**config.mk**
```make
export PLATFORM = sky130hd
export DESIGN_NAME = hazard_controller
export DESIGN_NICKNAME = d
export VERILOG_FILES = /design/src/rtl/mips_pkg.sv /design/src/rtl/forward_select.sv /design/src/rtl/hazard_controller.sv
export SDC_FILE = /design/constraint.sdc
export NUM_CORES = 1
export LEC_CHECK = 0
export ABC_AREA = 1
export CORE_MARGIN = 1
export CORE_UTILIZATION = 50
export CTS_CLUSTER_DIAMETER = 100
export DETAILED_ROUTE_END_ITERATION = 16
export PLACE_DENSITY = 0.9
export SETUP_SLACK_MARGIN = 0.4
export SYNTH_ARGS = -nofsm -noshare
export SYNTH_HDL_FRONTEND = slang
export SYNTH_HIERARCHICAL = 1
export SYNTH_SLANG_ARGS = --single-unit
```
**constraint.sdc**
```tcl
create_clock -name clk -period 1.7 [get_ports clk]
set_input_delay 0.255 -clock clk [delete_from_list [all_inputs] [get_ports clk]]
set_output_delay 0.255 -clock clk [all_outputs]
set_load 0.01 [all_outputs]
```
**src/rtl/mips_pkg.sv**
```systemverilog
`default_nettype none
// +--------------------------------------------------------------------------+
// | mips_pkg                                                                 |
// | Shared constants for the five-stage MIPS core sequencing logic.          |
// | Revision: 1.0                                                            |
// +--------------------------------------------------------------------------+
package mips_pkg;

    // EX operand source selects
    localparam logic [1:0] FWD_RF    = 2'b00;
    localparam logic [1:0] FWD_EXMEM = 2'b01;
    localparam logic [1:0] FWD_MEMWB = 2'b10;

    // Hazard controller states: what happened in the previous cycle
    localparam logic [1:0] HZ_RUN    = 2'b00;
    localparam logic [1:0] HZ_STALL  = 2'b01;
    localparam logic [1:0] HZ_FLUSH  = 2'b10;

endpackage
`default_nettype wire

```
**src/rtl/forward_select.sv**
```systemverilog
`default_nettype none
// +--------------------------------------------------------------------------+
// | forward_select                                                           |
// | Picks the EX operand source for one source register; EX beats MEM.       |
// | Revision: 1.0                                                            |
// +--------------------------------------------------------------------------+
module forward_select
    import mips_pkg::*;
#(
    parameter int REG_ADDR_W = 5
) (
    input  logic [REG_ADDR_W-1:0] src,
    input  logic [REG_ADDR_W-1:0] ex_dest,
    input  logic                  ex_reg_write,
    input  logic [REG_ADDR_W-1:0] mem_dest,
    input  logic                  mem_reg_write,
    output logic [1:0]            sel
);

    logic ex_hit;
    logic mem_hit;

    // $zero is never a real producer
    assign ex_hit  = ex_reg_write  && (ex_dest  != '0) && (ex_dest  == src);
    assign mem_hit = mem_reg_write && (mem_dest != '0) && (mem_dest == src);

    always_comb begin
        sel = FWD_RF;
        if (ex_hit) begin
            sel = FWD_EXMEM;
        end else if (mem_hit) begin
            sel = FWD_MEMWB;
        end
    end

endmodule
`default_nettype wire

```
**src/rtl/hazard_controller.sv**
```systemverilog
`default_nettype none
// +--------------------------------------------------------------------------+
// | hazard_controller                                                        |
// | Load-use stalls, redirect flushes, registered forwarding, event counters.|
// | Revision: 1.0                                                            |
// +--------------------------------------------------------------------------+
module hazard_controller
    import mips_pkg::*;
#(
    parameter int REG_ADDR_W = 5,
    parameter int CNT_W      = 16
) (
    input  logic                  clk,
    input  logic                  reset,
    input  logic [REG_ADDR_W-1:0] id_rs,
    input  logic [REG_ADDR_W-1:0] id_rt,
    input  logic                  id_uses_rt,
    input  logic                  ex_mem_read,
    input  logic                  ex_reg_write,
    input  logic [REG_ADDR_W-1:0] ex_dest,
    input  logic                  mem_reg_write,
    input  logic [REG_ADDR_W-1:0] mem_dest,
    input  logic                  ex_redirect,
    output logic                  pc_enable,
    output logic                  if_id_enable,
    output logic                  if_id_flush,
    output logic                  id_ex_flush,
    output logic [1:0]            fwd_a_sel,
    output logic [1:0]            fwd_b_sel,
    output logic [CNT_W-1:0]      stall_count,
    output logic [CNT_W-1:0]      flush_count
);

    localparam logic [CNT_W-1:0] CNT_MAX = '1;
    localparam logic [CNT_W-1:0] CNT_ONE = {{(CNT_W-1){1'b0}}, 1'b1};

    logic [1:0] state;
    logic [1:0] state_next;
    logic       rs_load_hit;
    logic       rt_load_hit;
    logic       load_use;
    logic       count_stall;
    logic [1:0] fwd_a_next;
    logic [1:0] fwd_b_next;

    assign rs_load_hit = (ex_dest != '0) && (ex_dest == id_rs);
    assign rt_load_hit = id_uses_rt && (ex_dest != '0) && (ex_dest == id_rt);
    assign load_use    = ex_mem_read && ex_reg_write && (rs_load_hit || rt_load_hit);

    // A load-use under a redirect is on the wrong path and is dropped
    assign count_stall = load_use && !ex_redirect;

    always_comb begin
        pc_enable    = 1'b1;
        if_id_enable = 1'b1;
        if_id_flush  = 1'b0;
        id_ex_flush  = 1'b0;
        if (ex_redirect) begin
            if_id_flush = 1'b1;
            id_ex_flush = 1'b1;
        end else if (load_use) begin
            pc_enable    = 1'b0;
            if_id_enable = 1'b0;
            id_ex_flush  = 1'b1;
        end
    end

    always_comb begin
        state_next = HZ_RUN;
        if (ex_redirect) begin
            state_next = HZ_FLUSH;
        end else if (load_use) begin
            state_next = HZ_STALL;
        end
    end

    always_ff @(posedge clk or negedge reset) begin
        if (!reset) begin
            state <= HZ_RUN;
        end else begin
            state <= state_next;
        end
    end

    forward_select #(
        .REG_ADDR_W    (REG_ADDR_W)
    ) u_fwd_a (
        .src           (id_rs),
        .ex_dest       (ex_dest),
        .ex_reg_write  (ex_reg_write),
        .mem_dest      (mem_dest),
        .mem_reg_write (mem_reg_write),
        .sel           (fwd_a_next)
    );

    forward_select #(
        .REG_ADDR_W    (REG_ADDR_W)
    ) u_fwd_b (
        .src           (id_rt),
        .ex_dest       (ex_dest),
        .ex_reg_write  (ex_reg_write),
        .mem_dest      (mem_dest),
        .mem_reg_write (mem_reg_write),
        .sel           (fwd_b_next)
    );

    // A bubble entering EX must not forward anything
    always_ff @(posedge clk or negedge reset) begin
        if (!reset) begin
            fwd_a_sel <= FWD_RF;
            fwd_b_sel <= FWD_RF;
        end else if (id_ex_flush) begin
            fwd_a_sel <= FWD_RF;
            fwd_b_sel <= FWD_RF;
        end else begin
            fwd_a_sel <= fwd_a_next;
            fwd_b_sel <= fwd_b_next;
        end
    end

    always_ff @(posedge clk or negedge reset) begin
        if (!reset) begin
            stall_count <= '0;
        end else if (count_stall && (stall_count != CNT_MAX)) begin
            stall_count <= stall_count + CNT_ONE;
        end
    end

    always_ff @(posedge clk or negedge reset) begin
        if (!reset) begin
            flush_count <= '0;
        end else if (ex_redirect && (flush_count != CNT_MAX)) begin
            flush_count <= flush_count + CNT_ONE;
        end
    end

`ifndef SYNTHESIS
    // After a bubble the load has left EX, so a second back-to-back stall is a pipeline bug
    a_no_double_stall: assert property (
        @(posedge clk) disable iff (!reset)
        !((state == HZ_STALL) && load_use)
    ) else $error("hazard_controller: load_use seen while already in STALL");
`endif

endmodule
`default_nettype wire
```
==> results of run 1 <==
==> layout by cell type (no fill, tap or decap), types with 4 or more instances in the layout <==
cell	synthesis	final
nand4_1	5	5
clkdlybuf4s15_1	0	4
nand3_1	26	17
xnor2_2	0	4
clkdlybuf4s50_1	0	4
buf_2	1	4
dfrtp_2	0	10
buf_4	5	63
nor3_4	0	5
o21ai_0	7	6
nand3_2	0	7
dfrtp_1	36	26
nor2_4	2	11
inv_2	9	15
nor3_2	2	6
clkbuf_8	0	7
dlygate4sd2_1	0	31
nand2_2	10	34
nand2_1	145	104
xnor2_1	9	4
nor2_1	41	25
inv_1	56	47
nand2_4	0	16
buf_8	1	4
xor2_1	20	20
nor2_2	5	12
buf_6	0	16
==> power by group through the flow <==
stage          Sequential [mW]  Combinational [mW]  Clock (mW)
2_1_floorplan             1.15               0.330           0
3_3_place_gp              1.11               0.808           0
3_5_place_dp              1.12               0.831           0
4_1_cts                   1.08               0.956       0.842
5_1_grt                   1.12                1.40       0.919
6_report                  1.11                1.35       0.885
==> sequential cells by signal (all words and copies together), names as in the netlist <==
register,flops
flush_count,16
fwd_a_sel,2
stall_count,16
fwd_b_sel,2
==> layer usage <==
metal	vias up	wire, um
met1	1698	3964
met3	133	1226
met2	358	5816
met5	-	17
li1	1515	-
met4	2	1008
==> worst max path at each step <==
| stage | endpoint | slack, ns | cells after the start |
|---|---|---|---|
| 6_report | flush_count[13] | 0.02 | 7 |
| 5_1_grt | stall_count[9] | -0.10 | 9 |
| 4_1_cts | flush_count[14] | 0.19 | 10 |
| 3_5_place_dp | id_ex_flush | -0.54 | 10 |
| 3_3_place_gp | id_ex_flush | -0.49 | 10 |
| 2_1_floorplan | stall_count[11] | 0.23 | 9 |
==> stage by stage <==
stage / area [um2] / power, mW / std cells / setup TNS (ns)
2_1_floorplan: 2713 / 1.482 / 407 / 0
3_3_place_gp: 3652 / 1.919 / 565 / -6.107
3_5_place_dp: 3652 / 1.953 / 565 / -7.763
4_1_cts: 4060 / 2.878 / 605 / 0
5_1_grt: 4604 / 3.437 / 616 / -0.1842
6_report: 4604 / 3.345 / 616 / 0
==> kinds of logic (layout without fill, tap and decap cells) <==
| kind of cell | Yosys count | count (layout) | share of synthesized area (%) |
|---|---|---|---|
| simple gates | 252 | 252 | 41.25 |
| buf+inv | 72 | 211 | 11.31 |
| compound gates | 16 | 16 | 3.191 |
| xor+xnor | 29 | 29 | 9.526 |
| fa+ha+maj | 2 | 2 | 0.9384 |
| flops | 36 | 36 | 33.79 |
==> cell type report <==
class                   count  share of cell area, %
repair buffers            137                  26.79
inverters                  65                  5.571
clock buffers               7                  2.092
clock inverters             1                 0.6522
repair inverters            1                 0.2446
well taps                  70                  1.902
multi-input cells         299                  42.91
flip-flops and latches     36                  19.84
==> critical path: cells and delay by family (launching register included) <==
family | cells | cell delay (ns)
compound gates | 1 | 0.09
xor+xnor | 1 | 0.25
buf+inv | 2 | 0.23
flops | 1 | 0.44
simple gates | 3 | 0.56
==> timing repair <==
action                                  CTS  global route
resized for setup                       173           130
endpoints found under the setup margin   76            45
setup buffers                            31            10
gates cloned                              1             1
pin swaps                                28            36
==> impl_metrics.ini, run 1 <==
[floorplanning]
io_pins = 67
start_util_pct = 52.20
dieArea_um2 = 5629
die-width_um = 75.03
num_rows = 26
fp.dieH_um = 75.03
core_um2 = 5107

[flow_run]
cap_violations = 0

[final_layout]
final_util_pct = 90.15
area_growth_syn_to_layout_pct = 72.69
multiInputGateArea_um2 = 1976
fill_cells = 188
seqCellArea_um2 = 913.4
nets = 574
antenna_cells = 0
drive_above_1_share_pct = 44.14

[pwr]
power_leakage_nw = 2.621
clkPwrFrac_pct = 26.5
p_per_area_nw_per_um2 = 726.6
netSwitchingPower_mw = 1.237
sequentialPowerShare_pct = 33.3
intPower_mw = 2.109
combPwrFrac_pct = 40.2
swShare_pct = 36.97
irDropWorstVdd_v = 0.0007504

[place]
dp_hpwl_um = 5414
portBuffers = 66
place.gp.congestion = 0.8921
post-place-ws_ns = -0.5395

[sta]
fin_crit_ns = 1.680
holdWs_ns = 0.3704
drv_slew = 0
worstMarginPinSlew_ns = 0.4621
setup_violations = 0
maxSlewHeadroom_pct = 69.20
fmax_mhz = 595.1
rsz0062_at_grt = true
finalCritPeriodShare_pct = 98.84
setup_ws_ns = 0.01965
finalHoldViolations = 0
clock_skew_ns = 0.008497

[clocking]
clkSinkCount = 36
clk_pin_slew_ns = 0.09
insertion_delay_ns = 0.31
hold_buffers = 0
tritoncts = done
cts_root_buf = clkbuf_8
clk_path_buf_depth = 2
cts_made_buffers = 5
htreeDepth = 2

[logic_synthesis]
syn_inst = 407
postSynthAreaPerCell_um2 = 6.551
synth_top_cell_by_area = dfrtp_1
ys_seq_area_share_pct = 33.79
async_flop_share_pct = 100.0
yosys.area.top_type_share_pct = 33.79
ys_ff_latch = 36
ys.flop_type = dfrtp_1
synth_warnings = 6
syn_nets = 436
netlist_top_cells_area = dfrtp_1 34%, nand2_1 20%, inv_1 7.9%
synth-edff-count = 0
netlist_area_um2 = 2666
ys_types = 26
yosysMostFrequentCell = nand2_1
synthTopCellsByCount = 145 x nand2_1, 56 x inv_1, 41 x nor2_1

[grt]
met2_usage_pct = 56.96
grt_max_degree = 37
use_met3_pct = 6.024
grt_use_total_pct = 31.84
busiest_layer = met2
grt_pass1_wl_um = 13500
grt_overflow = 0
antenna_found_initial = 1
grt_pass1_vias = 3068
use_met1_pct = 35.96

[worst_setup_path]
slowest_delay_ns = 0.44
crit_chain = buf_4, inv_1, nor3_2, nand2_1, nor2_1, xor2_1, o21ai_2
critPathRequiredTime_ns = 1.90
critPathSlowestCell = dfrtp_1
r2r_end = flush_count[13]
crit_fanout = 3
worstSetupPathType = reg2reg
timing.rr.start = flush_count[1]
cp-start-kind = register
crit_path_start = flush_count[1]
worstPathArrival_ns = 1.88
r2r_cells = 7
rrSetupSlack_ns = 0.02
crit_path_end_kind = register

[drt]
vias = 3706
dr.pass1.iters = 6
vias_per_cell = 6.016
routed_wl_um = 12030
drc_errors = 0
wl_per_cell_um = 19.53
ant_nets = 0
first_iter_violations = 477

[worst_hold_path]
hold_path.class = in2async

[status]
status = finished clean
Note: power is estimated with default switching activity, not from simulation.
==> run 2, diff against run 1 <==
--- a/config.mk
+++ b/config.mk
@@ -6,7 +6,6 @@
 export NUM_CORES = 1
 export LEC_CHECK = 0
 export ABC_AREA = 1
-export CORE_MARGIN = 1
 export CORE_UTILIZATION = 50
 export CTS_CLUSTER_DIAMETER = 100
 export DETAILED_ROUTE_END_ITERATION = 16
==> results of run 2 <==
The final DEF is identical to that of run 1; final timing and power are the same.
